<file path="src/rtl/axil_periph_bridge.sv">
// AXI4-Lite 1-to-N address decoder: routes each master transaction to one slave window
// with a local offset address, and answers DECERR itself for unmapped addresses.
module axil_periph_bridge #(
    parameter int                    ADDR_WIDTH      = 32,
    parameter int                    DATA_WIDTH      = 32,
    parameter int                    STRB_WIDTH      = DATA_WIDTH / 8,
    parameter int                    NUM_SLAVES      = 4,
    parameter int                    SLAVE_ADDR_BITS = 12,
    parameter logic [ADDR_WIDTH-1:0] BASE_ADDR       = 32'h1000_0000
) (
    input  logic                             clk,
    input  logic                             rst,
    // master write address / data / response
    input  logic [ADDR_WIDTH-1:0]            s_awaddr,
    input  logic [2:0]                       s_awprot,
    input  logic                             s_awvalid,
    output logic                             s_awready,
    input  logic [DATA_WIDTH-1:0]            s_wdata,
    input  logic [STRB_WIDTH-1:0]            s_wstrb,
    input  logic                             s_wvalid,
    output logic                             s_wready,
    output logic [1:0]                       s_bresp,
    output logic                             s_bvalid,
    input  logic                             s_bready,
    // master read address / data
    input  logic [ADDR_WIDTH-1:0]            s_araddr,
    input  logic [2:0]                       s_arprot,
    input  logic                             s_arvalid,
    output logic                             s_arready,
    output logic [DATA_WIDTH-1:0]            s_rdata,
    output logic [1:0]                       s_rresp,
    output logic                             s_rvalid,
    input  logic                             s_rready,
    // slave write side
    output logic [SLAVE_ADDR_BITS-1:0]       m_awaddr,
    output logic [2:0]                       m_awprot,
    output logic [DATA_WIDTH-1:0]            m_wdata,
    output logic [STRB_WIDTH-1:0]            m_wstrb,
    output logic [NUM_SLAVES-1:0]            m_awvalid,
    input  logic [NUM_SLAVES-1:0]            m_awready,
    output logic [NUM_SLAVES-1:0]            m_wvalid,
    input  logic [NUM_SLAVES-1:0]            m_wready,
    input  logic [NUM_SLAVES-1:0]            m_bvalid,
    output logic [NUM_SLAVES-1:0]            m_bready,
    input  logic [2*NUM_SLAVES-1:0]          m_bresp,
    // slave read side
    output logic [SLAVE_ADDR_BITS-1:0]       m_araddr,
    output logic [2:0]                       m_arprot,
    output logic [NUM_SLAVES-1:0]            m_arvalid,
    input  logic [NUM_SLAVES-1:0]            m_arready,
    input  logic [NUM_SLAVES-1:0]            m_rvalid,
    output logic [NUM_SLAVES-1:0]            m_rready,
    input  logic [DATA_WIDTH*NUM_SLAVES-1:0] m_rdata,
    input  logic [2*NUM_SLAVES-1:0]          m_rresp
);

    localparam int SEL_W = (NUM_SLAVES > 1) ? $clog2(NUM_SLAVES) : 1;
    localparam int WIN_W = ADDR_WIDTH - SLAVE_ADDR_BITS;
    localparam logic [WIN_W-1:0] BASE_PAGE = BASE_ADDR[ADDR_WIDTH-1:SLAVE_ADDR_BITS];
    localparam logic [WIN_W-1:0] NUM_WIN   = WIN_W'(NUM_SLAVES);
    localparam logic [1:0]       RESP_DECERR = 2'b11;

    typedef enum logic [1:0] {W_IDLE, W_FWD, W_RESP, W_ERR} w_state_t;
    typedef enum logic [1:0] {R_IDLE, R_FWD, R_RESP, R_ERR} r_state_t;

    typedef struct packed {
        logic             hit;
        logic [SEL_W-1:0] sel;
    } dec_t;

    // Base is window-aligned, so only the page number above the offset bits matters.
    function automatic dec_t decode(input logic [WIN_W-1:0] page);
        dec_t             d;
        logic [WIN_W-1:0] idx;
        idx   = page - BASE_PAGE;
        d.hit = (page >= BASE_PAGE) && (idx < NUM_WIN);
        d.sel = idx[SEL_W-1:0];
        return d;
    endfunction

    function automatic logic [NUM_SLAVES-1:0] onehot(input logic [SEL_W-1:0] sel);
        logic [NUM_SLAVES-1:0] v;
        v = '0;
        for (int i = 0; i < NUM_SLAVES; i++) v[i] = (i[SEL_W-1:0] == sel);
        return v;
    endfunction

    // ---------------------------------------------------------------- write path
    w_state_t               r_wstate, w_wstate_nxt;
    logic                   r_aw_captured, r_w_captured;
    logic [ADDR_WIDTH-1:0]  r_awaddr;
    logic [2:0]             r_awprot;
    logic [DATA_WIDTH-1:0]  r_wdata;
    logic [STRB_WIDTH-1:0]  r_wstrb;
    logic [NUM_SLAVES-1:0]  r_m_awvalid, r_m_wvalid;
    dec_t                   w_wdec;
    logic [NUM_SLAVES-1:0]  w_wsel_oh;
    logic                   w_aw_pend, w_w_pend;
    logic                   w_sel_bvalid;
    logic [1:0]             w_sel_bresp;

    assign w_wdec    = decode(r_awaddr[ADDR_WIDTH-1:SLAVE_ADDR_BITS]);
    assign w_wsel_oh = onehot(w_wdec.sel);
    assign w_aw_pend = |(r_m_awvalid & ~m_awready);
    assign w_w_pend  = |(r_m_wvalid & ~m_wready);

    always_comb begin
        w_sel_bvalid = 1'b0;
        w_sel_bresp  = 2'b00;
        for (int i = 0; i < NUM_SLAVES; i++) begin
            if (i[SEL_W-1:0] == w_wdec.sel) begin
                w_sel_bvalid = m_bvalid[i];
                w_sel_bresp  = m_bresp[2*i +: 2];
            end
        end
    end

    // NOTE: asynchronous reset sits in the sensitivity list; state uses non-blocking assignments only.
    always_ff @(posedge clk or posedge rst) begin
        if (rst) r_wstate <= W_IDLE;
        else     r_wstate <= w_wstate_nxt;
    end

    // NOTE: every output of this block gets a default first so no path can infer a latch.
    always_comb begin
        w_wstate_nxt = r_wstate;
        s_awready    = 1'b0;
        s_wready     = 1'b0;
        s_bvalid     = 1'b0;
        s_bresp      = 2'b00;
        m_bready     = '0;
        case (r_wstate)
            W_IDLE: begin
                s_awready = !r_aw_captured;
                s_wready  = !r_w_captured;
                if (r_aw_captured && r_w_captured)
                    w_wstate_nxt = w_wdec.hit ? W_FWD : W_ERR;
            end
            W_FWD: begin
                if (!w_aw_pend && !w_w_pend) w_wstate_nxt = W_RESP;
            end
            W_RESP: begin
                s_bvalid = w_sel_bvalid;
                s_bresp  = w_sel_bresp;
                m_bready = s_bready ? w_wsel_oh : '0;
                if (w_sel_bvalid && s_bready) w_wstate_nxt = W_IDLE;
            end
            W_ERR: begin
                s_bvalid = 1'b1;
                s_bresp  = RESP_DECERR;
                if (s_bready) w_wstate_nxt = W_IDLE;
            end
            default: w_wstate_nxt = W_IDLE;
        endcase
    end

    always_ff @(posedge clk or posedge rst) begin
        if (rst) begin
            r_aw_captured <= 1'b0;
            r_w_captured  <= 1'b0;
            r_awaddr      <= '0;
            r_awprot      <= '0;
            r_wdata       <= '0;
            r_wstrb       <= '0;
            r_m_awvalid   <= '0;
            r_m_wvalid    <= '0;
        end else begin
            if (s_awvalid && s_awready) begin
                r_aw_captured <= 1'b1;
                r_awaddr      <= s_awaddr;
                r_awprot      <= s_awprot;
            end
            if (s_wvalid && s_wready) begin
                r_w_captured <= 1'b1;
                r_wdata      <= s_wdata;
                r_wstrb      <= s_wstrb;
            end
            if (r_wstate == W_IDLE && w_wstate_nxt != W_IDLE) begin
                r_aw_captured <= 1'b0;
                r_w_captured  <= 1'b0;
            end
            // Each slave strobe drops independently on its own ready.
            if (r_wstate == W_IDLE && w_wstate_nxt == W_FWD) begin
                r_m_awvalid <= w_wsel_oh;
                r_m_wvalid  <= w_wsel_oh;
            end else begin
                r_m_awvalid <= r_m_awvalid & ~m_awready;
                r_m_wvalid  <= r_m_wvalid & ~m_wready;
            end
        end
    end

    assign m_awaddr  = r_awaddr[SLAVE_ADDR_BITS-1:0];
    assign m_awprot  = r_awprot;
    assign m_wdata   = r_wdata;
    assign m_wstrb   = r_wstrb;
    assign m_awvalid = r_m_awvalid;
    assign m_wvalid  = r_m_wvalid;

    // ----------------------------------------------------------------- read path
    r_state_t               r_rstate, w_rstate_nxt;
    logic [ADDR_WIDTH-1:0]  r_araddr;
    logic [2:0]             r_arprot;
    logic [NUM_SLAVES-1:0]  r_m_arvalid;
    dec_t                   w_ar_in_dec, w_rdec;
    logic [NUM_SLAVES-1:0]  w_rsel_oh;
    logic                   w_sel_rvalid;
    logic [DATA_WIDTH-1:0]  w_sel_rdata;
    logic [1:0]             w_sel_rresp;

    // Incoming address is decoded at capture so the slave sees arvalid the very next cycle.
    assign w_ar_in_dec = decode(s_araddr[ADDR_WIDTH-1:SLAVE_ADDR_BITS]);
    assign w_rdec      = decode(r_araddr[ADDR_WIDTH-1:SLAVE_ADDR_BITS]);
    assign w_rsel_oh   = onehot(w_rdec.sel);

    always_comb begin
        w_sel_rvalid = 1'b0;
        w_sel_rdata  = '0;
        w_sel_rresp  = 2'b00;
        for (int i = 0; i < NUM_SLAVES; i++) begin
            if (i[SEL_W-1:0] == w_rdec.sel) begin
                w_sel_rvalid = m_rvalid[i];
                w_sel_rdata  = m_rdata[DATA_WIDTH*i +: DATA_WIDTH];
                w_sel_rresp  = m_rresp[2*i +: 2];
            end
        end
    end

    always_ff @(posedge clk or posedge rst) begin
        if (rst) r_rstate <= R_IDLE;
        else     r_rstate <= w_rstate_nxt;
    end

    always_comb begin
        w_rstate_nxt = r_rstate;
        s_arready    = 1'b0;
        s_rvalid     = 1'b0;
        s_rdata      = '0;
        s_rresp      = 2'b00;
        m_rready     = '0;
        case (r_rstate)
            R_IDLE: begin
                s_arready = 1'b1;
                if (s_arvalid) w_rstate_nxt = w_ar_in_dec.hit ? R_FWD : R_ERR;
            end
            R_FWD: begin
                if (|(r_m_arvalid & m_arready)) w_rstate_nxt = R_RESP;
            end
            R_RESP: begin
                s_rvalid = w_sel_rvalid;
                s_rdata  = w_sel_rdata;
                s_rresp  = w_sel_rresp;
                m_rready = s_rready ? w_rsel_oh : '0;
                if (w_sel_rvalid && s_rready) w_rstate_nxt = R_IDLE;
            end
            R_ERR: begin
                s_rvalid = 1'b1;
                s_rresp  = RESP_DECERR;
                if (s_rready) w_rstate_nxt = R_IDLE;
            end
            default: w_rstate_nxt = R_IDLE;
        endcase
    end

    always_ff @(posedge clk or posedge rst) begin
        if (rst) begin
            r_araddr    <= '0;
            r_arprot    <= '0;
            r_m_arvalid <= '0;
        end else if (s_arvalid && s_arready) begin
            r_araddr    <= s_araddr;
            r_arprot    <= s_arprot;
            r_m_arvalid <= w_ar_in_dec.hit ? onehot(w_ar_in_dec.sel) : '0;
        end else begin
            r_m_arvalid <= r_m_arvalid & ~m_arready;
        end
    end

    assign m_araddr  = r_araddr[SLAVE_ADDR_BITS-1:0];
    assign m_arprot  = r_arprot;
    assign m_arvalid = r_m_arvalid;

endmodule
</file>
<file path="config.mk">
export PLATFORM = sky130hd
export DESIGN_NAME = axil_periph_bridge
export DESIGN_NICKNAME = d
export VERILOG_FILES = /design/src/rtl/axil_periph_bridge.sv
export SDC_FILE = /design/constraint.sdc
export NUM_CORES = 1
export LEC_CHECK = 0
export ABC_AREA = 1
export CAP_MARGIN = 20
export CELL_PAD_IN_SITES_DETAIL_PLACEMENT = 0
export CELL_PAD_IN_SITES_GLOBAL_PLACEMENT = 1
export CORE_UTILIZATION = 25
export CTS_CLUSTER_SIZE = 25
export DETAILED_ROUTE_END_ITERATION = 6
export PLACE_DENSITY_LB_ADDON = 0.1
export REMOVE_ABC_BUFFERS = 1
export SLEW_MARGIN = 10
export SYNTH_ARGS = -nofsm -noshare
export SYNTH_HDL_FRONTEND = slang
export SYNTH_SLANG_ARGS = --single-unit
</file>
<file path="constraint.sdc">
create_clock -name clk -period 5.55 [get_ports clk]
set_input_delay 1.665 -clock clk [delete_from_list [all_inputs] [get_ports clk]]
set_output_delay 1.665 -clock clk [all_outputs]
set_load 0.005 [all_outputs]
</file>
# After elaboration in Yosys (flattened, before gate mapping)
# Index checks and enable logic that the tools add are counted.
# op_classes
addsub	3
n_mul	0
n_div	0
order_cmp	4
eq_ne	20
shift	0
n_mux	52
bitwise	7
n_reduce_logical	27
# op_table
cell	count
2-to-1 mux 32 bit	5
>= comparator 20 x 17 -> 1 bit, second input constant	2
less-than comparator 20 x 3 -> 1 bit, second input constant	2
subtractor 20 x 17 -> 20 bit, second input constant	2
2-to-1 mux 2 bit	18
2-to-1 mux 4 bit	8
AND 4 bit	4
case mux 2 bit (4 select lines)	2
2-to-1 mux 1 bit	15
== test 2 bit, first input constant	6
NOT 4 bit	3
OR reduction 4 bit	3
logical AND 1 bit	11
logical NOT 2 bit	5
== test 2 bit, second input constant	4
inequality test 2 bit, second input constant	4
case mux 2 bit (2 select lines)	2
== test 1 x 2 -> 1 bit, first input constant	3
== test 2 x 1 -> 1 bit, second input constant	3
nonzero test 2 bit	3
logical NOT 1 bit	4
case mux 1 bit (2 select lines)	2
AND reduction 4 bit	1
subtractor 2 x 1 -> 2 bit, second input constant	1
# word_totals
reg_bits	106
latchBits	0
ramBits	0
romBits	0
inputBits	277
n_memories	0

# Depth between registers and ports, before layout
# depth
ltp_word	12
ltp_mapped	11

# Worst setup path before layout
# OpenSTA, ideal clock, no wires.
# synth_path
path_kind	input port to output port
start	in m_rresp[3]
end	out s_rresp[1]
arrival_time_ps	2052
t_required_ps	3885
setup_slack_ps	1833
stages	4
path_buffers	0
cell_sequence	nand3_1 -> nand3_1 -> o21ai_0 -> o21ai_0
# synth_via
elab_chain_len	4
# synth_rtl
element	line_no	text
start: declaration	54	input logic [2*NUM_SLAVES-1:0] m_rresp
2-to-1 mux 2 bit (3 in a row)	221	if (i[SEL_W-1:0] == w_rdec.sel) begin
case mux 2 bit (2 select lines)	241	case (r_rstate)
end: declaration	31	output logic [1:0] s_rresp,
# Every way passes these cells.

# Final worst setup path
# layout_path
start	in m_rdata[54]
end	out s_rdata[22]
# layout_via
elab_chain_len	4
# layout_rtl
element	line_no	text
start: declaration	53	input logic [DATA_WIDTH*NUM_SLAVES-1:0] m_rdata,
2-to-1 mux 32 bit (3 in a row)	221	
2-to-1 mux 32 bit	241	
end: declaration	30	output logic [DATA_WIDTH-1:0] s_rdata,
# Every way passes these cells.

==> results by group <==
Status
  • Status: finished, final reports clean

Floorplan
  • FP Rows: 55
  • Die area: 0.02427 sq mm
  • Die height: about 160 microns
  • I/O Pins: 404
  • Core area: 0.02292 sq mm
  • Chip width: 155.8 microns
  • Starting Density: between 20% and 30%

Worst setup path
  • CP peak stage delay: 0.52 ns
  • Kind of critical path: input port to primary output
  • Worst endpoint required time: 3.88 ns
  • RR Startpoint: r_wstate[1]$_DFF_PP0_
  • CP top delay family: buffers and inverters
  • Critical Path Start: m_rdata[54]
  • CP max stage cell: clkdlybuf4s50_1
  • FF-to-FF setup slack: 3.56 ns
  • Critical path launch point type: input port
  • Worst Setup End Kind: primary output
  • R2R depth: 5
  • Critical path arrival: 3.18 ns
  • Reg-to-Reg End: r_awaddr[31]$_DFFE_PP0P_
  • CP cell instances: clkdlybuf4s50_1, o22ai_1, o21ai_0, o21ai_0, nor2_1, clkdlybuf4s50_1
  • Worst Path Buf+Inv: 2
  • Worst Path Max Fanout: 1

Route
  • Remaining routing DRC violations: 0
  • Antenna-violating nets left: 0
  • Drt via density: 4.381
  • DR WL/cell: 17.31 microns
  • DR iter-0 viols: ~220
  • Routed via count: 5,950
  • TritonRoute pass-1 iters: 4
  • Total Wirelength: around 24,000 microns

Clock tree
  • Post-cts gate resize count: 0
  • Clock H-tree levels: 3
  • Clock Pin Slew Worst Setup and Hold Paths: roughly 0.070 ns
  • # clock sinks: 106
  • Clk_lat worst skew: 0.36 ns
  • TritonCTS clock tree: done
  • CTS Buf Count: 9
  • Post-CTS setup buffer count: 0
  • CTS Buffer Depth: 2
  • CTS Root Buffer Type: clkbuf_16
  • CTS Hold Buffers Added: 0

Logic synthesis
  • Post-synth top area share: 44.86%
  • Sequential share of the synthesized area: roughly 45%
  • Synth Cell Area: roughly 0.006 sq mm
  • Yosys warning count: 0
  • Post-Synthesis Cells: between 600 and 700
  • Main synth FF type: dfrtp_1
  • Mapped Avg Cell Area: a little under 9 sq um
  • Seq cells post-synth: 106
  • Post-synth EDFFs: 0
  • Netlist cell types: 36
  • Post-synth top area cell: dfrtp_1
  • Fraction of registers with async set/reset: 100.0%
  • Synth area leaders: dfrtp_1 (45%), nand2_1 (9.0%), mux2_2 (6.9%), mux2_4 (5.8%), nand3_1 (4.1%)

STA
  • Worst Max-Slew Pin Slew: 0.9555 ns
  • Final hold vios: 0
  • Layout Skew: 0.01027 ns
  • Tmin final: 4.841 ns
  • Fin. max-slew vios: 0
  • PnR worst setup slack: 0.7089 ns
  • Worst hold margin: 0.4800 ns
  • TNS Setup: 0 ns
  • RSZ-0062 raised after global routing: no
  • Worst slew margin: approximately 36%
  • Final worst-path cycle share: 87.23%
  • FMAX: slightly above 200 MHz
  • Setup violators final: 0

Run
  • Max cap viols: 0

Layout
  • Design area: 0.01035 sq mm
  • Share of cells above drive strength 1: a little under 10%
  • P&R area growth vs syn: 75.07%
  • Fin nets: 1,316
  • Fin cells: 1,358

Placement
  • Post-DP HPWL: around 18,000 microns
  • Port Buf Inserts: 403
  • Placed insts: between 1,000 and 1,500
  • DP Area: 0.01006 sq mm
  • Pre-CTS setup slack: 0.6956 ns
  • GP Congestion: 0.7967

Power
  • Pleak: ~4.6 nW
  • VDD IR max: 0.0002027 V
  • PwrDens: about 440 mW/mm^2

Global route
  • Congestion Overflow GR: 0
  • Vias in the first global route: 6,213
  • Largest net degree at the start of global routing: 58
  • Initial antenna violation count: 1
  • Tot GR Track Use: 19.00%
  • Met3 usage: 7.611%
  • Met2 GRT Util: about a third
  • First-pass GRT wire length: 34,910 microns
  • Met1 capacity usage during global routing: 20.06%
  • Most used routing layer: met2

Min path
  • Hold path cells: 2
  • Hold wc startpoint: r_araddr[4]$_DFFE_PP0P_
  • Hold crit path type: flip-flop to flip-flop
  • Hold Crit Endpoint: r_araddr[4]$_DFFE_PP0P_
final cells by class:
type,instances,area [sq um]
multi-input cells,449,2684
inverters,61,231.5
fillers,2309,12560
clock buffers,12,256.5
well taps,313,391.6
repair buffers,412,4101
flip-flops and latches,106,2653
diodes,1,2.502
clock inverters,4,32.53
power breakdown:
group          internal (mW)  switching (mW)  total [mW]
clock                  0.333           0.298       0.631
sequential              1.12           0.214        1.34
combinational           1.47            1.13        2.60
total                   2.93            1.64        4.57
layout by cell type, fill, tap and decap left out, drive strengths merged, types with 19 or more instances in the layout:
| cell | instances |
|---|---|
| mux2 | 68 |
| o21ai | 38 |
| nor2 | 66 |
| o211ai | 19 |
| dfrtp | 106 |
| nand3 | 48 |
| a21oi | 19 |
| inv | 62 |
| nand2 | 147 |
| clkdlybuf4s50 | 403 |
cell usage after synthesis (6+ instances only):
cell type / number
clkbuf_1: 13
buf_4: 24
nand3_1: 48
o221ai_1: 6
nand2_1: 141
o22ai_1: 10
buf_2: 11
nand4_1: 7
inv_1: 55
dfrtp_1: 106
a21oi_1: 19
mux2_4: 23
nor2_1: 63
o21ai_0: 38
o211ai_1: 19
mux2_2: 36
mux2_1: 9
worst min-delay path: stages, from the launching register on:
cell and delay, ns:
dfrtp_1 0.35, nand2_1 0.05, nand2_1 0.05
metal layers:
| layer | vias to the layer above | share of wire [%] |
|---|---|---|
| met5 | - | 0 |
| met4 | 0 | 1.8 |
| met3 | 23 | 10 |
| met2 | 238 | 51 |
| met1 | 2740 | 38 |
| li1 | 2949 | - |
cell families after synthesis:
group / after synthesis / share of synthesized area (%)
simple gates: 276 / 20.12
buf+inv: 116 / 9.754
flops: 106 / 44.86
compound gates: 105 / 10.86
mux: 68 / 14.41
sequential cells by signal, summed over array words and instances (netlist names), 3 cells and up:
register / flops
m_arprot: 3
m_awvalid: 4
m_wdata: 32
m_awprot: 3
m_arvalid: 4
r_araddr: 14
m_wstrb: 4
r_awaddr: 32
m_wvalid: 4
how the worst max path moves through the flow:
| stage | to | slack (ns) | cells past startpoint |
|---|---|---|---|
| CTS | s_rdata[22] | 0.69 | 6 |
| floorplan | m_arprot[0]$_DFFE_PP0P_ | 1.10 | 1 |
| global placement | s_rdata[22] | 0.67 | 6 |
| finish | s_rdata[22] | 0.71 | 6 |
| detailed placement | s_rdata[22] | 0.70 | 6 |
| global route | s_rdata[24] | 0.56 | 6 |
per-stage QoR:
| step | power [mW] | util (%) |
|---|---|---|
| 2_1_floorplan | 2.499 | - |
| 6_report | 4.572 | 45.18 |
| 3_5_place_dp | 3.993 | 43.90 |
| 3_3_place_gp | 3.989 | 43.90 |
| 4_1_cts | 4.663 | 45.17 |
| 5_1_grt | 4.923 | 45.18 |
Note: power is estimated with default switching activity, not from simulation.
